--- config.mk ---
export PLATFORM = sky130hd
export DESIGN_NAME = mul_sequencer
export DESIGN_NICKNAME = d
export VERILOG_FILES = /design/src/rtl/mul_sequencer.sv
export SDC_FILE = /design/constraint.sdc
export NUM_CORES = 1
export LEC_CHECK = 0
export ABC_CLOCK_PERIOD_IN_PS = 5900
export CORE_MARGIN = 4
export CORE_UTILIZATION = 25
export CTS_CLUSTER_SIZE = 25
export DETAILED_ROUTE_END_ITERATION = 12
export GPL_ROUTABILITY_DRIVEN = 0
export SYNTH_ARGS = -nofsm -noshare
export SYNTH_HDL_FRONTEND = slang
export SYNTH_SLANG_ARGS = --single-unit
--- constraint.sdc ---
create_clock -name Clk -period 5.9 [get_ports Clk]
set_clock_uncertainty 0.2 [all_clocks]
set_input_delay 1.18 -clock Clk [delete_from_list [all_inputs] [get_ports Clk]]
set_output_delay 1.18 -clock Clk [all_outputs]
set_load 0.1 [all_outputs]
--- src/rtl/mul_sequencer.sv ---
// Iterative shift-add sequencer for the RV32M multiply path, driving an external 33-bit add/sub stage.
// Optional build macro: MUL_ZERO_SKIP_EN (zero operand bypasses the iteration and completes immediately).
module mul_sequencer #(
  parameter int WIDTH = 32
) (
  input  logic             Clk,
  input  logic             Reset,
  input  logic             start,
  input  logic [1:0]       op,
  input  logic [WIDTH-1:0] rs1,
  input  logic [WIDTH-1:0] rs2,
  output logic             ready,
  output logic             valid,
  output logic [WIDTH-1:0] result,
  output logic [WIDTH:0]   add_M,
  output logic [WIDTH:0]   add_A,
  output logic             add_sub,
  output logic             add_en,
  input  logic [WIDTH:0]   add_S,
  input  logic             add_x
);

  localparam int CW = $clog2(WIDTH + 1);

  typedef enum logic [1:0] {IDLE, CALC, DONE} state_t;
  typedef enum logic [1:0] {OP_MUL, OP_MULH, OP_MULHSU, OP_MULHU} op_t;

  state_t         state, state_n;
  op_t            op_q, op_n;
  logic [WIDTH:0] m_q, m_n;
  logic [WIDTH:0] a_q, a_n;
  logic [WIDTH:0] b_q, b_n;
  logic [CW-1:0]  count_q, count_n;
  logic [WIDTH-1:0] result_q, result_n;
  logic [WIDTH-1:0] word;
  logic           last;

  assign last  = (count_q == CW'(WIDTH));
  // {A,B} holds the 2*WIDTH+2 bit product; the high word straddles the A/B boundary.
  assign word  = (op_q == OP_MUL) ? b_q[WIDTH-1:0] : {a_q[WIDTH-2:0], b_q[WIDTH]};
  assign add_M = m_q;
  assign add_A = a_q;
  assign result = valid ? word : result_q;

  // NOTE: every signal written here gets a default first so no path can infer a latch.
  always_comb begin
    state_n  = state;
    op_n     = op_q;
    m_n      = m_q;
    a_n      = a_q;
    b_n      = b_q;
    count_n  = count_q;
    result_n = result_q;
    ready    = 1'b0;
    valid    = 1'b0;
    add_en   = 1'b0;
    add_sub  = 1'b0;
    case (state)
      IDLE: begin
        ready = 1'b1;
        if (start) begin
          op_n    = op_t'(op);
          m_n     = {((op == OP_MULH) || (op == OP_MULHSU)) & rs1[WIDTH-1], rs1};
          b_n     = {(op == OP_MULH) & rs2[WIDTH-1], rs2};
          a_n     = '0;
          count_n = '0;
          state_n = CALC;
`ifdef MUL_ZERO_SKIP_EN
          if ((rs1 == '0) || (rs2 == '0)) begin
            b_n     = '0;
            state_n = DONE;
          end
`endif
        end
      end
      CALC: begin
        // The final multiplier bit is the extended sign, so its weight is subtracted.
        add_en  = b_q[0];
        add_sub = b_q[0] & last;
        a_n     = {add_x, add_S[WIDTH:1]};
        b_n     = {add_S[0], b_q[WIDTH:1]};
        count_n = count_q + CW'(1);
        if (last) state_n = DONE;
      end
      DONE: begin
        valid    = 1'b1;
        result_n = word;
        state_n  = IDLE;
      end
      default: state_n = IDLE;
    endcase
  end

  // NOTE: sequential state uses non-blocking assignments so all registers update together.
  always_ff @(posedge Clk or posedge Reset) begin
    if (Reset) begin
      state    <= IDLE;
      op_q     <= OP_MUL;
      m_q      <= '0;
      a_q      <= '0;
      b_q      <= '0;
      count_q  <= '0;
      result_q <= '0;
    end else begin
      state    <= state_n;
      op_q     <= op_n;
      m_q      <= m_n;
      a_q      <= a_n;
      b_q      <= b_n;
      count_q  <= count_n;
      result_q <= result_n;
    end
  end

endmodule

==> run summary <==
The run finished with clean final reports. For the pin with the worst max-slew slack, the measured transition is between 1000 and 1500 ps. The clock passes through at most 2 buffers.

The sort of element at the start of the critical path is a register. The post-synthesis instance area is a little over 6000 sq um. The width of the chip is 164 microns. The count of H-tree levels built during CTS is 4. The core area is 23700 sq um.

The via count of the first global-routing pass came out at 5172. The TritonCTS clock tree is done. After synthesis, the cell types taking the most area are dfrtp_1, nand2_1, mux2i_1. The number of buffers inserted by hold repair at cts is 0. After clock tree synthesis, the setup repair step added 0 buffers.

The data arrival time of the critical path came out at around 3500 ps. The ratio of final minimum period to clock period is 0.825. Clock latency on the worst-skew pair, taken at its later pin, is ~410 ps. The detail route stage leaves a number of antenna-violating nets equal to 0. After synthesis, the mean cell area works out to ~9.7 sq um.

In this run the tightest slew margin relative to its limit is 0.173. At the worst endpoint, the required time is roughly 4500 ps. The setup check on the worst reg-to-reg path leaves a slack of 3410 ps. Across all layers, the routed design uses between 4000 and 5000 vias. In the routed layout, each cell is associated on average with a via count of 4.34. The number of max-cap violations came out at 0. Post-CTS repair changed the size of 0 cells. The initial utilization of the core area, before any placement, comes to 0.256. The post-synthesis net count is approximately 730.

The area enclosed by the die boundary is 26800 sq um. The clock root buffer is clkbuf_16. The worst setup path is captured at an output pin. The layout has 2389 filler cells. The worst setup path is of the reg2out kind. Global routing finished with a remaining overflow of 0. The total track usage is 0.138. The library cells used most frequently in the layout, excluding fill and tap cells, are nand2_1, clkdlybuf4s50_1, dfrtp_1, o21ai_0, mux2i_1.

The peak clock frequency supported by timing came out at 205 MHz. The count of yosys warnings during synthesis is 0. The area growth from synthesis to layout is 46.9%. The part of the Yosys area used for sequential elements came out at 0.582. The number of max-slew violations in the final report is 0. The path type of the worst min-delay path is reg2reg. In this run, synthesis inferred 0 flip-flops with an integrated enable. Leaving out fill and tap cells, the most frequent cell in the layout is nand2_1. The worst stage delay on the critical path is approximately 1200 ps. The distinct cell type count of the synthesized netlist is 33.

The count of buffers from port buffering came out at roughly 200. Of all flip-flops after synthesis, the portion carrying an async set or reset was 1.00. The post-route DRC violation count came out at 0.

Setup repair after global routing left no endpoint under its margin. The final layout contains routed wiring with a total length of between 15 and 20 mm. The post-layout utilization of the core came out at 0.376.

The number of cell rows came out at 56. The setup total negative slack is 0 ps. dfrtp_1 takes more of the synthesized area than any other cell. The cell family contributing the most delay on the critical path is buffers and inverters.

The first global-routing pass estimated between 20 and 30 mm of wire. The final critical delay including setup and external delays is ~5000 ps. The detail-routed net length per standard cell is roughly 16 microns. The die is ~160 microns tall.

The number of antenna violations at the first check in global routing is 0. The TritonCTS buffer count is 17. The clock transition at the register clock pins on the worst setup and hold paths after CTS is 60 ps. Entering global routing, the biggest net connects about 100 pins. After synthesis the netlist holds a flip-flop and latch count of between 100 and 150.

The post-DP HPWL is between 10 and 15 mm. approximately 200 I/O pins were placed. The largest driver fanout on the critical path came out at 65.

The final count of negative-setup-slack endpoints is 0. The number of violations reported at the end of detailed-routing iteration 0 is around 270. The CTS sink count is ~140. The first detailed-routing pass ran for 4 iterations. The share of post-route cells with drive strength above 1 is 0.0794. The worst path buffer plus inverter count came out at 1. The post-synthesis cell count came out at ~620. For this design, the slowest cell found on the critical path is clkdlybuf4s50_1. The critical path goes through nand2b_2 -> nand2_1 -> o21ai_0 -> clkdlybuf4s50_1.

The count of final hold-check violations is 0. The most instantiated flip-flop cell in the synthesis netlist is dfrtp_1. The net count reported at finish is about 910. The share of the synthesized area in the top cell type came out at 0.582.
[area by class of cell]
cell class / count / area (sq um) / area share
clock inverter: 7 / 87.6 / 0.00983
antenna: 1 / 2.50 / 0.000281
sequential: 141 / 3530 / 0.396
tap: 319 / 399 / 0.0448
inverter: 5 / 23.8 / 0.00267
timing repair buffer: 209 / 2090 / 0.235
clock buffer: 24 / 482 / 0.0540
multi-input combinational: 433 / 2300 / 0.258
[worst reg2reg max path: stages (launching register included)]
cell and delay [ps]:
dfrtp_1 520, or3b_4 860, buf_4 550, o22ai_1 170
nor2_1 130
[cell usage after synthesis (2+ instances only)]
master and n:
nand2b_1 2, buf_2 14, nand2_1 228, buf_4 5, o22ai_1 22, clkbuf_1 18, nor2_1 24, and2_1 3
nor3_1 22, ha_1 3, nand4_1 2, dfrtp_1 141, buf_6 7, nand3_2 24, a22oi_1 10, inv_1 5
o21ai_0 35, mux2i_1 34, nand3_1 10
[per-stage QoR]
stage / instances / cell area [sq um] / worst slack [ps] / hold WS, ps
5_1_grt: 1138 / 8910 / 754 / 293
6_report: 1139 / 8910 / 1030 / 269
4_1_cts: 1138 / 8910 / 991 / 276
2_1_floorplan: 623 / 6070 / 739 / 245
3_5_place_dp: 1107 / 8340 / 1450 / 261
3_3_place_gp: 1107 / 8340 / 1500 / 250
[layer usage]
| layer | global-route usage | share of wire | vias up |
|---|---|---|---|
| met5 | 0 | 0 | - |
| met4 | 0.0442 | 0.013 | 0 |
| met3 | 0.0424 | 0.067 | 14 |
| met2 | 0.222 | 0.47 | 131 |
| met1 | 0.179 | 0.45 | 2365 |
| li1 | - | - | 2436 |
[sequential cells by signal, summed over array words and instances (netlist names)]
signal	flops
op_q	2
state	2
count_q	6
add_M	33
b_q	33
add_A	33
result_q	32
[path summary, 6_finish.rpt]
| check | startpoint | endpoint | cells after the start |
|---|---|---|---|
| worst max register to register | state[1] | b_q[29] | 4 |
| worst min register to register | add_M[32] | add_M[32] | 2 |
| max in group asynchronous | Reset | b_q[27] | 3 |
| worst min-delay path | add_M[32] | add_M[32] | 2 |
| worst max-delay path | state[0] | result[27] | 4 |
| min in group asynchronous | Reset | add_M[8] | 2 |
[kinds of logic (layout without fill, tap and decap cells)]
group	count (synthesis)	count (layout)	synth area share
DFF	141	141	0.582
other	0	1	0
muxes	34	34	0.0561
AOI/OAI and AO/OA	74	74	0.0726
buffers and inverters	49	245	0.0450
and+or+nand+nor	321	321	0.237
adders and majority gates	3	3	0.00619
xor gates and xnor gates	1	1	0.00144
Power is left out: the tool's default activity adds up to more than one toggle a clock period on the data nets, which glitch-free logic cannot reach.
